**src/rtl/i2c_uart_cmd_sched_if.sv**
```systemverilog
// rtl/i2c_uart_cmd_sched_if.sv - UART byte handshake and i2c_ctrl transaction signals of the command sequencer
interface i2c_uart_cmd_sched_if;
    logic        RX_RDY;
    logic [7:0]  uart_rx;
    logic        OEN;
    logic        TX_RDY;
    logic [7:0]  uart_tx;
    logic        WEN;
    logic        i2c_end;
    logic [7:0]  rd_data;
    logic        wr_en;
    logic        rd_en;
    logic        i2c_start;
    logic [15:0] byte_addr;
    logic [7:0]  wr_data;
    logic        busy;

    modport master (
        input  RX_RDY, uart_rx, TX_RDY, i2c_end, rd_data,
        output OEN, uart_tx, WEN, wr_en, rd_en, i2c_start, byte_addr, wr_data, busy
    );

    modport slave (
        output RX_RDY, uart_rx, TX_RDY, i2c_end, rd_data,
        input  OEN, uart_tx, WEN, wr_en, rd_en, i2c_start, byte_addr, wr_data, busy
    );
endinterface

```
**src/rtl/i2c_uart_cmd_sched.sv**
```systemverilog
// rtl/i2c_uart_cmd_sched.sv - UART-framed 'W'/'R' command sequencer driving i2c_ctrl with write hold-off and timeout
// Define I2C_SCHED_WR_ACK_EN to send an ACK byte (0x06) when the post-write hold-off expires.
module i2c_uart_cmd_sched #(
    parameter int unsigned SYS_CLK_FREQ = 50_000_000,
    parameter int unsigned WR_HOLD_US   = 5000,
    parameter int unsigned TIMEOUT_CYC  = 2_000_000,
    parameter logic [7:0]  ERR_CODE     = 8'hEE
) (
    input  logic                 clk,
    input  logic                 reset,
    i2c_uart_cmd_sched_if.master bus
);
    localparam logic [31:0] HOLD_LAST    = 32'(SYS_CLK_FREQ / 1_000_000 * WR_HOLD_US - 1);
    localparam logic [31:0] TIMEOUT_LAST = 32'(TIMEOUT_CYC - 1);
    localparam logic [7:0]  CMD_W        = 8'h57;
    localparam logic [7:0]  CMD_R        = 8'h52;
    localparam logic [7:0]  ACK_BYTE     = 8'h06;

    typedef enum logic [2:0] {
        S_IDLE, S_GET_AH, S_GET_AL, S_GET_D, S_START, S_WAIT, S_HOLD, S_TX
    } state_t;

    state_t      state_q, state_d;
    logic        cmd_wr_q, cmd_wr_d;
    logic [15:0] addr_q, addr_d;
    logic [7:0]  wdata_q, wdata_d;
    logic [7:0]  tx_byte_q, tx_byte_d;
    logic [7:0]  uart_tx_q, uart_tx_d;
    logic        wen_q, wen_d;
    logic        wr_en_q, wr_en_d;
    logic        rd_en_q, rd_en_d;
    logic        start_q, start_d;
    logic [31:0] cnt_q, cnt_d;
    logic        oen_block_q;
    logic        accept;
    logic        pop;

    // oen_block_q forces OEN high for a cycle after every pop; it resets high so OEN stays inactive during reset
    always_comb begin
        accept = (state_q == S_IDLE) || (state_q == S_GET_AH) ||
                 (state_q == S_GET_AL) || (state_q == S_GET_D);
        pop    = accept && bus.RX_RDY && !oen_block_q;
    end

    always_comb begin
        state_d   = state_q;
        cmd_wr_d  = cmd_wr_q;
        addr_d    = addr_q;
        wdata_d   = wdata_q;
        tx_byte_d = tx_byte_q;
        uart_tx_d = uart_tx_q;
        wen_d     = 1'b1;
        wr_en_d   = wr_en_q;
        rd_en_d   = rd_en_q;
        start_d   = 1'b0;
        cnt_d     = cnt_q;
        unique case (state_q)
            S_IDLE: begin
                if (pop && bus.uart_rx == CMD_W) begin
                    cmd_wr_d = 1'b1;
                    state_d  = S_GET_AH;
                end else if (pop && bus.uart_rx == CMD_R) begin
                    cmd_wr_d = 1'b0;
                    state_d  = S_GET_AH;
                end
            end
            S_GET_AH: begin
                if (pop) begin
                    addr_d[15:8] = bus.uart_rx;
                    state_d      = S_GET_AL;
                end
            end
            S_GET_AL: begin
                if (pop) begin
                    addr_d[7:0] = bus.uart_rx;
                    state_d     = cmd_wr_q ? S_GET_D : S_START;
                end
            end
            S_GET_D: begin
                if (pop) begin
                    wdata_d = bus.uart_rx;
                    state_d = S_START;
                end
            end
            S_START: begin
                wr_en_d = cmd_wr_q;
                rd_en_d = !cmd_wr_q;
                start_d = 1'b1;
                cnt_d   = '0;
                state_d = S_WAIT;
            end
            S_WAIT: begin
                // i2c_end is tested first so it wins over a coincident timeout
                if (bus.i2c_end) begin
                    wr_en_d = 1'b0;
                    rd_en_d = 1'b0;
                    cnt_d   = '0;
                    if (cmd_wr_q) begin
                        state_d = S_HOLD;
                    end else begin
                        tx_byte_d = bus.rd_data;
                        state_d   = S_TX;
                    end
                end else if (cnt_q == TIMEOUT_LAST) begin
                    wr_en_d   = 1'b0;
                    rd_en_d   = 1'b0;
                    cnt_d     = '0;
                    tx_byte_d = ERR_CODE;
                    state_d   = S_TX;
                end else begin
                    cnt_d = cnt_q + 32'd1;
                end
            end
            S_HOLD: begin
                if (cnt_q == HOLD_LAST) begin
                    cnt_d = '0;
`ifdef I2C_SCHED_WR_ACK_EN
                    tx_byte_d = ACK_BYTE;
                    state_d   = S_TX;
`else
                    state_d   = S_IDLE;
`endif
                end else begin
                    cnt_d = cnt_q + 32'd1;
                end
            end
            S_TX: begin
                if (bus.TX_RDY) begin
                    uart_tx_d = tx_byte_q;
                    wen_d     = 1'b0;
                    state_d   = S_IDLE;
                end
            end
            default: state_d = S_IDLE;
        endcase
    end

    always_ff @(posedge clk or posedge reset) begin
        if (reset) begin
            state_q     <= S_IDLE;
            cmd_wr_q    <= 1'b0;
            addr_q      <= '0;
            wdata_q     <= '0;
            tx_byte_q   <= '0;
            uart_tx_q   <= '0;
            wen_q       <= 1'b1;
            wr_en_q     <= 1'b0;
            rd_en_q     <= 1'b0;
            start_q     <= 1'b0;
            cnt_q       <= '0;
            oen_block_q <= 1'b1;
        end else begin
            state_q     <= state_d;
            cmd_wr_q    <= cmd_wr_d;
            addr_q      <= addr_d;
            wdata_q     <= wdata_d;
            tx_byte_q   <= tx_byte_d;
            uart_tx_q   <= uart_tx_d;
            wen_q       <= wen_d;
            wr_en_q     <= wr_en_d;
            rd_en_q     <= rd_en_d;
            start_q     <= start_d;
            cnt_q       <= cnt_d;
            oen_block_q <= pop;
        end
    end

    assign bus.OEN       = !pop;
    assign bus.uart_tx   = uart_tx_q;
    assign bus.WEN       = wen_q;
    assign bus.wr_en     = wr_en_q;
    assign bus.rd_en     = rd_en_q;
    assign bus.i2c_start = start_q;
    assign bus.byte_addr = addr_q;
    assign bus.wr_data   = wdata_q;
    assign bus.busy      = (state_q != S_IDLE);
endmodule
```
**src/flat_wrapper.sv**
```systemverilog
// flat-port wrapper written by rule: the top's interface ports become plain ports
module i2c_uart_cmd_sched_flat 
#(
    parameter int unsigned SYS_CLK_FREQ = 50_000_000,
    parameter int unsigned WR_HOLD_US   = 5000,
    parameter int unsigned TIMEOUT_CYC  = 2_000_000,
    parameter logic [7:0]  ERR_CODE     = 8'hEE
)
  (clk, reset, bus_RX_RDY, bus_uart_rx, bus_TX_RDY, bus_i2c_end, bus_rd_data, bus_OEN, bus_uart_tx, bus_WEN, bus_wr_en, bus_rd_en, bus_i2c_start, bus_byte_addr, bus_wr_data, bus_busy);
  i2c_uart_cmd_sched_if bus_i ();
  input  logic clk;
  input  logic reset;
  input wire logic [$bits(bus_i.RX_RDY)-1:0] bus_RX_RDY;
  input wire logic [$bits(bus_i.uart_rx)-1:0] bus_uart_rx;
  input wire logic [$bits(bus_i.TX_RDY)-1:0] bus_TX_RDY;
  input wire logic [$bits(bus_i.i2c_end)-1:0] bus_i2c_end;
  input wire logic [$bits(bus_i.rd_data)-1:0] bus_rd_data;
  output wire logic [$bits(bus_i.OEN)-1:0] bus_OEN;
  output wire logic [$bits(bus_i.uart_tx)-1:0] bus_uart_tx;
  output wire logic [$bits(bus_i.WEN)-1:0] bus_WEN;
  output wire logic [$bits(bus_i.wr_en)-1:0] bus_wr_en;
  output wire logic [$bits(bus_i.rd_en)-1:0] bus_rd_en;
  output wire logic [$bits(bus_i.i2c_start)-1:0] bus_i2c_start;
  output wire logic [$bits(bus_i.byte_addr)-1:0] bus_byte_addr;
  output wire logic [$bits(bus_i.wr_data)-1:0] bus_wr_data;
  output wire logic [$bits(bus_i.busy)-1:0] bus_busy;
  assign bus_i.RX_RDY = bus_RX_RDY;
  assign bus_i.uart_rx = bus_uart_rx;
  assign bus_i.TX_RDY = bus_TX_RDY;
  assign bus_i.i2c_end = bus_i2c_end;
  assign bus_i.rd_data = bus_rd_data;
  assign bus_OEN = bus_i.OEN;
  assign bus_uart_tx = bus_i.uart_tx;
  assign bus_WEN = bus_i.WEN;
  assign bus_wr_en = bus_i.wr_en;
  assign bus_rd_en = bus_i.rd_en;
  assign bus_i2c_start = bus_i.i2c_start;
  assign bus_byte_addr = bus_i.byte_addr;
  assign bus_wr_data = bus_i.wr_data;
  assign bus_busy = bus_i.busy;
  i2c_uart_cmd_sched #(.SYS_CLK_FREQ(SYS_CLK_FREQ), .WR_HOLD_US(WR_HOLD_US), .TIMEOUT_CYC(TIMEOUT_CYC), .ERR_CODE(ERR_CODE)) u_core (.clk(clk), .reset(reset), .bus(bus_i));
endmodule
```
**config.mk**
```make
export PLATFORM = sky130hd
export DESIGN_NAME = i2c_uart_cmd_sched_flat
export DESIGN_NICKNAME = d
export VERILOG_FILES = /design/src/rtl/i2c_uart_cmd_sched_if.sv /design/src/rtl/i2c_uart_cmd_sched.sv /design/src/flat_wrapper.sv
export SDC_FILE = /design/constraint.sdc
export NUM_CORES = 1
export LEC_CHECK = 0
export ABC_AREA = 1
export CORE_MARGIN = 2
export CORE_UTILIZATION = 55
export DETAILED_ROUTE_END_ITERATION = 8
export GPL_TIMING_DRIVEN = 1
export PLACE_DENSITY_LB_ADDON = 0.05
export SLEW_MARGIN = 10
export SYNTH_ARGS = -nofsm -noshare
export SYNTH_HDL_FRONTEND = slang
export SYNTH_SLANG_ARGS = --single-unit
```
**constraint.sdc**
```tcl
create_clock -name clk -period 2.77 [get_ports clk]
set_input_delay 0.4155 -clock clk [delete_from_list [all_inputs] [get_ports clk]]
set_output_delay 0.4155 -clock clk [all_outputs]
set_load 0.03 [all_outputs]
```
# Yosys cells after proc, flatten, opt, wreduce, memory -nomap -nowiden
# Index checks and enable logic that the tools add are counted.
classes:
  n_addsub: 1
  eq_ne: 19
  mux: 28
  n_reduce_logical: 24
op_table:
  columns: ["op", "n"]
  rows:
  - ["32-bit 2-to-1 mux", 3]
  - ["32-bit one-hot mux with 3 select lines", 1]
  - ["32-bit by 1-bit adder with 32-bit output (second input constant)", 1]
  - ["32-bit by 18-bit == test with 1-bit output (second input constant)", 1]
  - ["32-bit by 21-bit == test with 1-bit output (second input constant)", 1]
  - ["3-bit 2-to-1 mux", 10]
  - ["8-bit 2-to-1 mux", 3]
  - ["3-bit one-hot mux with 8 select lines", 1]
  - ["8-bit by 7-bit == test with 1-bit output (second input constant)", 2]
  - ["3-bit == test (second input constant)", 4]
  - ["2-bit AND reduction", 6]
  - ["1-bit 2-to-1 mux", 8]
  - ["2-bit by 1-bit != test with 1-bit output (second input constant)", 4]
  - ["7-bit AND reduction", 1]
  - ["3-bit by 2-bit == test with 1-bit output (second input constant)", 2]
  - ["2-bit nonzero test", 3]
  - ["3-bit nonzero test", 2]
  - ["1-bit logical AND", 4]
  - ["2-bit != test (second input constant)", 2]
  - ["1-bit one-hot mux with 2 select lines", 2]
  - ["3-bit by 1-bit == test with 1-bit output (second input constant)", 1]
  - ["1-bit zero test", 3]
  - ["3-bit zero test", 1]
  - ["1-bit logical OR", 3]
  - ["3 further kinds", 3]
totals:
  ff_bits: 81
  inputBits: 21
  output_inout_bits: 38
  wordCells: 85

# Longest topological paths before layout
# Gate-level depths: netlist of run 1.
depth:
  depth_word: 10
  depth_mapped: 11
  ltp_nobuf: 11

# Worst setup path after synthesis of run 1
# OpenSTA, ideal clock, no wires.
synth_timing:
  path_kind: "reg2reg"
  startpoint: "register u_core.cnt_q[0]"
  endpoint: "register u_core.cnt_q[11]"
  setup_time_ns: 0.125
  arrival_ns: 1.411
  required_time_ns: 2.645
  setup_slack_ns: 1.234
  stages_incl_launch_ff: 12
  n_path_buf: 1
  synth_period_minus_slack_ns: 1.536
  cell_sequence: "dfrtp_1 ha_1 nand3_1 inv_1 nand3_1 nor2_1 nand2_1 nand2_2 nand3_4 inv_2 buf_6 nor2_1"
synth_between:
  elab_chain_cells: 4
  elab_cells_between_ends: 7
  cone_classes: "add/sub: 1; eq/ne: 2; mux: 4"
synth_rtl:
  columns: ["element", "line_no", "rtl"]
  rows:
  - ["start, declared", "i2c_uart_cmd_sched.sv:33", "logic [31:0] cnt_q, cnt_d;"]
  - ["start signal, assigned", "i2c_uart_cmd_sched.sv:163", "cnt_q <= cnt_d;"]
  - ["32-bit by 1-bit adder with 32-bit output or 32-bit by 21-bit == test with 1-bit output (tied branches)", "i2c_uart_cmd_sched.sv:111, i2c_uart_cmd_sched.sv:124, i2c_uart_cmd_sched.sv:104", null]
  - ["32-bit 2-to-1 mux", "i2c_uart_cmd_sched.sv:104", "end else if (cnt_q == TIMEOUT_LAST) begin"]
  - ["32-bit 2-to-1 mux", "i2c_uart_cmd_sched.sv:94", "if (bus.i2c_end) begin"]
  - ["32-bit one-hot mux with 3 select lines *", "i2c_uart_cmd_sched.sv:57", "unique case (state_q)"]
# Mark *: on every way between the ends. The rest lies on a longest branch, timed or not.
# A chain may end at the register's enable or synchronous reset.

# Worst setup path after layout of run 1
layout_timing:
  startpoint: "register u_core.state_q[1]"
  endpoint: "output bus_busy"
layout_between:
  elab_chain_cells: 1
layout_rtl:
  columns: ["element", "line_no", "rtl"]
  rows:
  - ["start, declared", "i2c_uart_cmd_sched.sv:23", "state_t state_q, state_d;"]
  - ["start signal, assigned", "i2c_uart_cmd_sched.sv:153", "state_q <= state_d;"]
  - ["3-bit nonzero test", "i2c_uart_cmd_sched.sv:176", "assign bus.busy = (state_q != S_IDLE);"]
  - ["end, declared", "flat_wrapper.sv:26", "output wire logic [$bits(bus_i.busy)-1:0] bus_busy;"]
# No other way between the ends.

==> results by group, run 1 <==
Critical path
  – Crit Path Class: register to primary output
  – CP max stage cell: clkdlybuf4s50_1
  – Critical Path RT: 2.35 ns
  – Arr. time, crit path: 1.93 ns
  – Slowest cell delay on critical path: 0.67 ns
  – Worst-path cell chain: inv_1 > nand2_1 > nor2_1 > inv_1 > clkdlybuf4s50_1
  – CP Max Fanout: 8
  – Critical path endpoint category: primary output
  – Crit start category: register
  – Crit-path most repeated cell: inv_1

Clocking
  – Post-CTS setup buffer count: 0
  – Clock latency on the worst-skew pair: 0.36 ns
  – Root Buffer: clkbuf_8
  – Post_cts resized: 0
  – Max Buffers Root-to-Sink: 2
  – CTS tree: built
  – Total CTS buffers: 9
  – Clock transition at the registers of the reported paths: 0.08 ns
  – Clk sinks: 81
  – Hold Buf Count CTS: 0
  – H-tree depth: 3

Yosys
  – Post-synth top flop: dfrtp_1
  – Post-synthesis sequential area ratio: 46.7%
  – Most numerous cell in the Yosys netlist: nand2_1
  – Post-synth EDFFs: 0
  – Unique masters post-synth: 34
  – Leading area contributor after synthesis: dfrtp_1
  – Post-synth ARST share: 100%
  – Synthesized area: 4350 um2
  – Syn_nets: 598
  – Syn avg cell area: 7.55 um2
  – Synth Instances: 576
  – Synth top area share: 45.5%
  – Number of synthesis warnings: 0
  – Dominant cells by area after synthesis: dfrtp_1 45%, nand2_1 14%, inv_1 6.2%
  – Synth Register Bits: 81
  – Post-synth top cells: 166 x nand2_1, 79 x dfrtp_1, 72 x inv_1

STA
  – Final min period: 2.34 ns
  – Setup TNS: 0 ns
  – Final setup viols: 0
  – Pins Over Slew Limit: 0
  – Slew HR: 55.0%
  – Unrepaired setup endpoints after global routing: false
  – Final Hold Violating Endpoints: 0
  – Hold slack: 0.458 ns
  – Worst clock skew: 0.0123 ns
  – Final worst slack: 0.427 ns
  – Final Cycle Share: 84.6%
  – Worst-Margin Slew: 0.674 ns
  – Fmax: 427 MHz

Placed design
  – PortBufs: 58
  – Final GP Congestion: 0.972
  – DP HPWL: 7650 um
  – Setup slack after placement: 0.522 ns

Routing
  – DRC errors left: 0
  – Pre-antenna DRT Iters: 5
  – WL/cell: 14.0 um
  – DR vias/cell: 5.21
  – Iteration-0 DRC Markers: 232
  – Drt total wl: 10400 um
  – Post-DRT Antenna Nets: 0
  – Via Count: 3882

Job
  – Max cap viols: 0

GRT
  – Vias in the first global route: 3794
  – Antenna violations before repair: 0
  – GRT Residual Overflow: 0
  – Total GRT Usage: 26.2%
  – Largest net degree at the start of global routing: 39
  – First-pass GRT wire length: 17900 um

Pwr
  – Worst VDD drop: 681 uV
  – Tot Pwr: 4470 uW
  – Leakage: 0.00247 uW
  – Pwr dens: 851 nW/um2

Hold path
  – Min-Delay Path Class: input pin to asynchronous set/reset pin

Layout
  – Filler cell count: 649
  – ANT cells: 0
  – Area growth syn-to-layout: 20.8%
  – Share of layout cells above drive strength 1: 10.3%
  – Final net count: 660

Floorplan
  – Die area: 8640 um2
  – Die X-Extent: 92.9 um
  – Row count: 32
  – # IOs: 59
  – Core area: 7690 um2
  – Initial core utilization: 56.6%
  – Die height: 92.9 um

Run status
  – Outcome: completed
==> report_power, final <==
part	internal (uW)	total, uW	switching (uW)
Sequential	1510	1720	215
Combinational	675	1760	1090
Clock	534	988	454
==> logic make-up after synthesis <==
logic type	after synthesis	share of synthesized area [%]
AND/OR/NAND/NOR	339	34.6
flip-flops	81	46.7
buffers and inverters	87	8.14
AO/OA/AOI/OAI	49	6.10
XOR/XNOR	13	2.62
multiplexers	6	1.55
adder cells (fa/ha/maj)	1	0.288
==> stage by stage <==
stage	cell area [um2]	util [%]	cells
global placement	5030	65.4	729
floorplan	4350	-	576
finish	5260	68.4	745
global route	5260	68.4	745
CTS	5260	68.4	745
detailed placement	5030	65.4	729
==> cell type report <==
type	instances	area [um2]	share of cell area, %
clock buffer	10	138	2.62
clock inverter	6	88.8	1.69
inverter	77	290	5.52
multi-input combinational	408	1970	37.4
sequential	81	2030	38.6
tap	102	128	2.43
timing repair buffer	61	616	11.7
==> registers in the layout (all words and copies together) (netlist names) <==
register / count
u_core.bus.i2c_start: 1
u_core.bus.wr_en: 1
u_core.bus.uart_tx: 8
u_core.state_q: 3
u_core.bus.byte_addr: 16
u_core.cmd_wr_q: 1
u_core.cnt_q: 32
u_core.tx_byte_q: 8
u_core.bus.WEN: 1
u_core.bus.wr_data: 8
u_core.bus.rd_en: 1
u_core.oen_block_q: 1
==> routing by layer <==
layer  GRT usage (%)  routed length [um]  share of wire [%]  vias to the layer above
met3            4.72                 433                4.2                       12
met1            35.7                4710                 45                     1847
met4            8.70                 141                1.4                        0
met5               0                   0                  0                        -
li1                -                   -                  -                     1934
met2            42.5                5130                 49                       89
==> worst max-delay path, delay by kind of cell, from the launching register on <==
kind / cells / cell delay (ns)
buffers and inverters: 3 / 0.87
flip-flops: 1 / 0.50
AND/OR/NAND/NOR: 2 / 0.20
==> path summary, 6_finish.rpt <==
| check | cells past startpoint | slack [ns] | to | from |
|---|---|---|---|---|
| hold reg to reg | 2 | 0.50 | u_core.bus.byte_addr[11] | u_core.bus.byte_addr[11] |
| min in group clk | 2 | 0.50 | u_core.bus.byte_addr[11] | u_core.bus.byte_addr[11] |
| setup / recovery | 5 | 0.43 | bus_busy | u_core.state_q[1] |
| setup reg to reg | 10 | 0.79 | u_core.state_q[2] | u_core.cnt_q[0] |
| hold / removal | 2 | 0.46 | u_core.cnt_q[10] | reset |
| max in group asynchronous | 3 | 1.65 | u_core.bus.byte_addr[1] | reset |
==> placed cells by master, fill, tap and decap left out, types with 3 or more instances in the layout <==
cell,count
clkbuf_8,10
xnor2_1,4
xor2_1,9
clkdlybuf4s50_1,58
nand4_1,11
nor2_2,10
nand2_1,166
nor3_1,9
inv_1,71
o21ai_0,40
nand3_1,49
inv_2,5
or2_2,6
mux2_2,6
nand2_2,8
o31ai_1,3
dfrtp_1,79
nor2_1,70
No activity file was read; power rests on OpenSTA's default activity.
==> run 2, diff against run 1 <==
--- a/config.mk
+++ b/config.mk
@@ -7,7 +7,7 @@
 export LEC_CHECK = 0
 export ABC_AREA = 1
 export CORE_MARGIN = 2
-export CORE_UTILIZATION = 55
+export CORE_UTILIZATION = 50
 export DETAILED_ROUTE_END_ITERATION = 8
 export GPL_TIMING_DRIVEN = 1
 export PLACE_DENSITY_LB_ADDON = 0.05
==> constraint.sdc (replaced) <==
create_clock -name clk -period 2 [get_ports clk]
set_input_delay 0.3 -clock clk [delete_from_list [all_inputs] [get_ports clk]]
set_output_delay 0.3 -clock clk [all_outputs]
set_load 0.03 [all_outputs]
==> run 2 against run 1 <==
  * Power up 39%
  * Non-clock buffer count grew 10
  * Sequential power increased by 39%
  * Flip-flop and latch count unchanged
  * Sequential share of layout area down 0.62 points
  * Register-to-register slack got worse by 0.57 ns
  * Count of clock-buffer cells in the layout up 1
  * Largest power group unchanged
  * Highest routed layer unchanged
==> results by group, run 2 (same netlist as run 1, synthesis figures left out) <==
Run status
  – Outcome: completed

Floorplan
  – Die X-Extent: 97.3 um
  – Die area: 9460 um2
  – Row count: 34
  – Core area: 8590 um2
  – Die height: 97.3 um
  – # IOs: 59
  – Initial core utilization: 50.6%

STA
  – Unrepaired setup endpoints after global routing: false
  – Pins Over Slew Limit: 0
  – Final min period: 1.84 ns
  – Slew HR: 69.1%
  – Worst-Margin Slew: 0.463 ns
  – Worst clock skew: 0.00713 ns
  – Fmax: 544 MHz
  – Final Cycle Share: 91.8%
  – Final setup viols: 0
  – Setup TNS: 0 ns
  – Final Hold Violating Endpoints: 0
  – Final worst slack: 0.163 ns

Clocking
  – Max Buffers Root-to-Sink: 2
  – Clock latency on the worst-skew pair: 0.36 ns
  – Hold Buf Count CTS: 0
  – Clock transition at the registers of the reported paths: 0.08 ns
  – H-tree depth: 3
  – Root Buffer: clkbuf_8
  – CTS tree: built
  – Total CTS buffers: 9
  – Post-CTS setup buffer count: 0
  – Clk sinks: 81

Routing
  – Via Count: 3908
  – Post-DRT Antenna Nets: 0
  – WL/cell: 14.1 um
  – Pre-antenna DRT Iters: 4
  – DR vias/cell: 5.14
  – Drt total wl: 10700 um
  – DRC errors left: 0
  – Iteration-0 DRC Markers: 160

Critical path
  – Worst-path cell chain: clkdlybuf4s50_1
  – Slowest cell delay on critical path: 0.65 ns
  – Crit Path Class: register to primary output
  – Critical Path RT: 1.70 ns
  – CP Max Fanout: 1
  – Top delay family on crit path: buffers and inverters
  – R2R setup slack: 0.22 ns
  – Crit start category: register
  – Critical path endpoint category: primary output
  – CP Buf/Inv Count: 1
  – Arr. time, crit path: 1.54 ns
  – CP max stage cell: clkdlybuf4s50_1

Placed design
  – DP HPWL: 7980 um
  – PortBufs: 58
  – Setup slack after placement: 0.155 ns
  – Final GP Congestion: 0.897
  – DP Area: 5130 um2

Layout
  – Share of layout cells above drive strength 1: 11.6%
  – Multi-input gate area: 1970 um2
  – Largest Register: u_core.cnt_q
  – Filler cell count: 781
  – Area growth syn-to-layout: 22.8%
  – Commonest cells after routing, fill and taps aside: 166 x nand2_1, 79 x dfrtp_1, 71 x inv_1
  – Commonest non-fill, non-tap cell in the layout: nand2_1
  – ANT cells: 0
  – Final net count: 670
  – Final Cell Area: 5340 um2
  – Register area: 2030 um2
  – Max FFs per register: 32

Job
  – Max cap viols: 0

GRT
  – Vias in the first global route: 3899
  – Antenna violations before repair: 0
  – GRT Residual Overflow: 0
  – First-pass GRT wire length: 18800 um
  – Largest net degree at the start of global routing: 48
  – Total GRT Usage: 24.7%

Pwr
  – Worst VDD drop: 779 uV
  – Leakage: 0.00252 uW
  – Pwr dens: 1170 nW/um2

Hold path
  – Min-Delay Path Class: input pin to asynchronous set/reset pin
run 2: cell types whose count changed in the layout (fill, tap and decap cells not counted), sizes merged:
cell	delta
buf	+10
clkbuf	+2
clkdlybuf4s50	-2
clkinv	+1
clkinvlp	-1
dlygate4sd2	+1
inv	-1
run 2: timing repair:
item	CTS	global route
setup endpoints to repair	2	1
gates cloned	0	0
gates resized for setup	2	2
run 2: per-stage QoR:
step | hold WS [ns] | utilization (%) | power (uW) | cells
after detailed placement | 0.472 | 59.7 | 4930 | 745
after CTS | 0.344 | 62.2 | 6300 | 761
after global placement | 0.466 | 59.7 | 4900 | 745
final | 0.354 | 62.1 | 6230 | 761
after global routing | 0.369 | 62.1 | 6610 | 761
after floorplan | 0.421 | - | 3890 | 576
run 2: layout make-up:
| cell class | instances | share of cell area (%) |
|---|---|---|
| inverter | 77 | 5.48 |
| clock inverter | 5 | 1.48 |
| timing repair buffer | 71 | 13.1 |
| sequential | 81 | 38.0 |
| tap | 108 | 2.53 |
| multi-input combinational | 408 | 36.8 |
| clock buffer | 11 | 2.65 |
run 2: per-layer routing:
| layer | global-route usage [%] | vias to the layer above | share of wire [%] |
|---|---|---|---|
| li1 | - | 1955 | - |
| met4 | 6.84 | 0 | 1.8 |
| met1 | 33.3 | 1832 | 46 |
| met3 | 6.12 | 16 | 5.3 |
| met2 | 40.1 | 105 | 47 |
| met5 | 0 | - | 0 |
run 2: worst register-to-register path, stage by stage, from the launching register on:
cell,delay [ns]
dfrtp_1,0.40
ha_1,0.22
nand3_1,0.11
inv_1,0.10
nand3_1,0.07
nor2_1,0.09
nand2_1,0.09
nand2_2,0.15
nand3_4,0.09
inv_2,0.23
nor2_1,0.10
run 2: worst paths after layout:
kind,depth (start not counted),from,end
hold / removal,3,reset,u_core.cnt_q[31]
setup / recovery,1,u_core.bus.WEN,bus_WEN
hold reg to reg,2,u_core.bus.wr_data[3],u_core.bus.wr_data[3]
min in group clk,2,u_core.bus.wr_data[3],u_core.bus.wr_data[3]
setup reg to reg,10,u_core.cnt_q[0],u_core.cnt_q[11]
max in group asynchronous,3,reset,u_core.bus.WEN
run 2: power breakdown:
| part | total, uW | leakage, uW | switching [uW] | internal [uW] |
|---|---|---|---|---|
| Sequential | 2390 | 0.00106 | 296 | 2090 |
| Combinational | 2500 | 0.00135 | 1530 | 974 |
| Clock | 1340 | 0.000113 | 602 | 736 |
| Total | 6230 | 0.00252 | 2430 | 3800 |
==> run 3, diff against run 2 <==
--- a/config.mk
+++ b/config.mk
@@ -11,6 +11,7 @@
 export DETAILED_ROUTE_END_ITERATION = 8
 export GPL_TIMING_DRIVEN = 1
 export PLACE_DENSITY_LB_ADDON = 0.05
+export SKIP_LAST_GASP = 1
 export SLEW_MARGIN = 10
 export SYNTH_ARGS = -nofsm -noshare
 export SYNTH_HDL_FRONTEND = slang
==> results of run 3 <==
Final layout, timing and power as in run 2 (identical DEF).
==> RTL change 1: new RTL, flow settings as in run 1 <==
The option `I2C_SCHED_WR_ACK_EN` is turned on by a define.
--- a/src/rtl/i2c_uart_cmd_sched.sv
+++ b/src/rtl/i2c_uart_cmd_sched.sv
@@ -1,4 +1,6 @@
 // rtl/i2c_uart_cmd_sched.sv - UART-framed 'W'/'R' command sequencer driving i2c_ctrl with write hold-off and timeout
 // Define I2C_SCHED_WR_ACK_EN to send an ACK byte (0x06) when the post-write hold-off expires.
+`define I2C_SCHED_WR_ACK_EN
+
 module i2c_uart_cmd_sched #(
     parameter int unsigned SYS_CLK_FREQ = 50_000_000,
Formal check against the unedited RTL: same outputs for any inputs over 10 cycles, from zero or initial values and one cycle with reset high; that may be too few to reach the edited logic, so the function may still have changed.
==> RTL change 1 against run 1 <==
  * Worst setup slack lost 0.024 ns
  * Critical endpoint unchanged
  * Synthesized area grew 2.3%
  * Design area grew 2.2%
  * Routed wire length grew 4.0%
  * Power grew 3.3%
  * Sequential cell count is the same
  * Non-clock buffer count shrank 2
  * Synthesized cell count grew 6.3%
==> RTL change 1: results (changes against run 1) <==
Synth
  • Post-Syn Nets: 634 (was 598)
  • Synth cell count leaders: 192 x nand2_1, 83 x nor2_1, 79 x dfrtp_1, 73 x inv_1, 57 x nand3_1 (was 166 x nand2_1, 79 x dfrtp_1, 72 x inv_1, 70 x nor2_1, 49 x nand3_1)
  • Post-Syn Instances: 612 (was 576)
  • Seq/Total Area, Yosys: 45.6% (was 46.7%)
  • Compound-Gate Fraction of Synth Area: 5.79% (was 6.10%)
  • Mux share of post-synthesis cell area: 2.03% (was 1.55%)
  • Post-synthesis adder-cell area fraction: 0.281% (was 0.288%)
  • Post-Synth XOR/XNOR Area: 2.36% (was 2.62%)
  • Synth area leaders: dfrtp_1 44%, nand2_1 16%, nor2_1 7.0%, nand3_1 6.4%, inv_1 6.2% (was dfrtp_1 45%, nand2_1 14%, inv_1 6.2%, nor2_1 6.0%, nand3_1 5.6%)

Finish
  • Non-clock buffering overhead: 11.2% (was 11.7%)
  • FF+latch count: 81 (unchanged)
  • Sequential cell area share: 37.8% (was 38.6%)
  • Non-clock buffers: 59 (was 61)
  • Area occupied by multi-input gates: 2090 sq um (was 1970 sq um)
  • Layout cell share with drive strength beyond 1: 7.81% (was 10.3%)
  • Layout Nets: 696 (was 660)
  • Post-route insts no fill: 781 (was 745)
  • Logic inverters: 77 (unchanged)
  • Fillers: 675 (was 649)
  • Final clock-cell share: 4.38% (was 4.31%)
  • Clock buffers: 10 (unchanged)
  • Comb_multi_in: 446 (was 408)

STA
  • Slew margin rel.: 62.4% (was 55.0%)
  • Final Skew: 0.00738 ns (was 0.0123 ns)

Run status
  • Outcome: finished clean (unchanged)

GRT
  • Wire length of the first global-routing pass: 18,000 um (was 17,900 um)
  • Met1 layer usage reported by global route: 37.1% (was 35.7%)
  • M2 GR Usage: 38.3% (was 42.5%)
  • GR Layer Usage met3: 5.86% (was 4.72%)
  • Largest net degree at the start of global routing: 82 (was 39)
  • Total GRT Usage: 25.8% (was 26.2%)
  • Vias in the first global route: 3,830 (was 3,794)

Drt
  • Wire length on met2: 4870 um (was 5130 um)
  • Pre-Repair DR Iteration Count: 5 (unchanged)
  • Number of DRC markers in iteration 0: 301 (was 232)
  • WL met3: 740 um (was 433 um)
  • DRT Wirelength: 10,800 um (was 10,400 um)
  • Vias per cell: 5.34 (was 5.21)

Placement
  • Hpwl dp: 7850 um (was 7650 um)
  • GPL Wtd Cong: 0.901 (was 0.972)
  • Placed cells: 765 (was 729)

Power and ir drop
  • P_leak: 2.54 nW (was 2.47 nW)
  • Peak VDD IR: 0.538 mV (was 0.681 mV)
  • Pint: 2.74 mW (was 2.72 mW)

Setup path
  • RR Startpoint: u_core.cnt_q[0]$_DFFE_PP0N_ (was u_core.cnt_q[0]$_DFFE_PP0P_)
  • Crit-path max FO: 7 (was 8)
  • Reg-to-Reg End: u_core.cnt_q[14]$_DFFE_PP0N_ (was u_core.state_q[2]$_DFFE_PP0P_)

Clock tree
  • Clk_lat worst skew: 0.35 ns
RTL change 1: changes by cell type in the layout (fill, tap and decap cells not counted), moves of 3 or more:
cell / run 1 / this run
nor2_1: 70 / 83
nand3_1: 49 / 57
nor2_2: 10 / 4
nor3_1: 9 / 5
o21ai_1: 1 / 7
xnor2_1: 4 / 1
nand2_1: 166 / 192
or2_2: 6 / 3
nand4_1: 11 / 14
o21ai_0: 40 / 37
RTL change 1: critical path: stages, from the launching register on:
cell and delay (ns):
dfrtp_1 0.49, inv_1 0.12, nand2_1 0.15, nor2_1 0.07, inv_1 0.10, clkdlybuf4s50_1 0.67
RTL change 1: cell families (layout without fill, tap and decap cells):
kind of cell | Yosys count | count (layout)
AND/OR/NAND/NOR | 376 | 376
buffers and inverters | 85 | 152
flip-flops | 81 | 81
AO/OA/AOI/OAI | 49 | 49
XOR/XNOR | 12 | 12
multiplexers | 8 | 8
adder cells (fa/ha/maj) | 1 | 1
RTL change 1: power groups by stage:
stage / registers, mW / logic, mW / clock network, mW
2_1_floorplan: 2.15 / 0.752 / 0
3_3_place_gp: 1.73 / 1.86 / 0
3_5_place_dp: 1.73 / 1.90 / 0
4_1_cts: 1.72 / 1.91 / 1.03
5_1_grt: 1.77 / 2.07 / 1.08
6_report: 1.72 / 1.89 / 1.01
RTL change 1: per-stage QoR:
step	total power [mW]	cell area [sq um]	hold WS [ns]	setup WS, ns
after floorplan	2.90	4450	0.438	0.278
after global placement	3.58	5140	0.451	0.537
after detailed placement	3.63	5140	0.460	0.526
after CTS	4.65	5370	0.483	0.410
after global routing	4.91	5370	0.499	0.265
final	4.62	5370	0.463	0.403
==> RTL change 2: new RTL, settings of run 1 <==
Made on the original files. Reset style: synchronous (`reset`), changed in one clocked block.
--- a/src/rtl/i2c_uart_cmd_sched.sv
+++ b/src/rtl/i2c_uart_cmd_sched.sv
@@ -136,5 +136,5 @@
     end
 
-    always_ff @(posedge clk or posedge reset) begin
+    always_ff @(posedge clk) begin
         if (reset) begin
             state_q     <= S_IDLE;
Function: differs if reset is asserted again (counterexample within 4 cycles, from zero or initial values and one cycle with reset high); with reset held inactive, the same outputs for 4 cycles.
==> RTL change 2 against run 1 <==
  * Worst setup slack got worse by 0.061 ns
  * Design area decreased by 2.3%
  * Sequential share of layout area decreased by 7.0 points
  * Sequential cell count unchanged
  * Count of clock-buffer cells in the layout unchanged
  * Synthesized cell count increased by 15%
  * Largest cell class is now multi-input combinational cells
  * Worst hold slack got worse by 0.0059 ns
  * Utilization decreased by 1.2 points
  * Routed wire length increased by 0.48%
  * Clock skew increased by 0.0034 ns
  * Synthesized area decreased by 1.0%
  * Highest routed layer unchanged
Power is not compared: it rests on default switching activity, and its combinational part moved more than twofold at a synthesized area within 25%.
==> RTL change 2: results (changes against run 1) <==
Drt
  • DR WL/cell: 12.7 um (was 14.0 um)
  • Number of DRC markers in iteration 0: 252 (was 232)

Synth
  • Synth area leaders: dfxtp_1 38%, nand2_1 16%, nor2_1 9.8%, inv_1 6.7%, a21oi_1 5.8% (was dfrtp_1 45%, nand2_1 14%, inv_1 6.2%, nor2_1 6.0%, nand3_1 5.6%)
  • Post-Synth XOR/XNOR Area: 2.65% (was 2.62%)
  • Mux share of post-synthesis cell area: 0% (was 1.55%)
  • Syn avg cell area: 6.47 sq um (was 7.55 sq um)
  • Synth cell count leaders: 182 x nand2_1, 112 x nor2_1, 81 x dfxtp_1, 77 x inv_1, 50 x a21oi_1 (was 166 x nand2_1, 79 x dfrtp_1, 72 x inv_1, 70 x nor2_1, 49 x nand3_1)
  • Seq/Total Area, Yosys: 37.7% (was 46.7%)
  • Ys async rst share: 0% (was 100%)

Power and ir drop
  • Total chip power: 2.90 mW

GRT
  • Total GRT Usage: 25.8% (was 26.2%)
  • Vias in the first global route: 3,992 (was 3,794)

Finish
  • Layout Nets: 741 (was 660)
  • Synthesis-to-finish area growth: 19.2% (was 20.8%)
  • Post-route insts no fill: 826 (was 745)

Run status
  • Outcome: finished clean (unchanged)

Setup path
  • CP arrival: 1.99 ns (was 1.93 ns)
  • RR Startpoint: u_core.cnt_q[0]$_SDFFE_PP0P_ (was u_core.cnt_q[0]$_DFFE_PP0P_)
  • Reg2reg path depth: 12 (was 10)
  • Crit-path max FO: 6 (was 8)
  • Reg-to-Reg End: u_core.cnt_q[11]$_SDFFE_PP0P_ (was u_core.state_q[2]$_DFFE_PP0P_)

Hold path
  • Hold Path Class: reg2reg (was in2async)

STA
  • Worst slew pin tran: 0.610 ns (was 0.674 ns)

Placement
  • Pre-CTS setup slack: 0.551 ns (was 0.522 ns)
  • Area post-placement: 4920 sq um (was 5030 sq um)
## RTL change 2: cell types whose count changed after synthesis, moves of 7 or more
cell,change
nor2_1,+42
nor3_1,-7
a21oi_1,+49
dfxtp_1,+81
nand3_1,-14
dfrtp_1,-79
nand2_1,+16
## RTL change 2: routing by layer
| layer | wire, um | vias to the layer above | global-route usage, % |
|---|---|---|---|
| met5 | 0 | - | 0 |
| li1 | - | 2185 | - |
| met1 | 4820 | 1923 | 32.3 |
| met4 | 235 | 0 | 9.70 |
| met3 | 600 | 17 | 7.00 |
| met2 | 4810 | 108 | 42.6 |
## RTL change 2: critical path, delay by kind of cell (launching register included)
kind          cells  cell delay, ns
buf+inv           3            0.92
flops             1            0.47
simple gates      2            0.25
## RTL change 2: area by class of cell
cell class / count / area share [%]
Clock buffer: 10 / 2.68
Clock inverter: 6 / 1.44
Inverter: 81 / 5.92
Multi-Input combinational cell: 483 / 43.6
Sequential cell: 81 / 31.6
Tap cell: 102 / 2.49
Timing Repair Buffer: 63 / 12.3
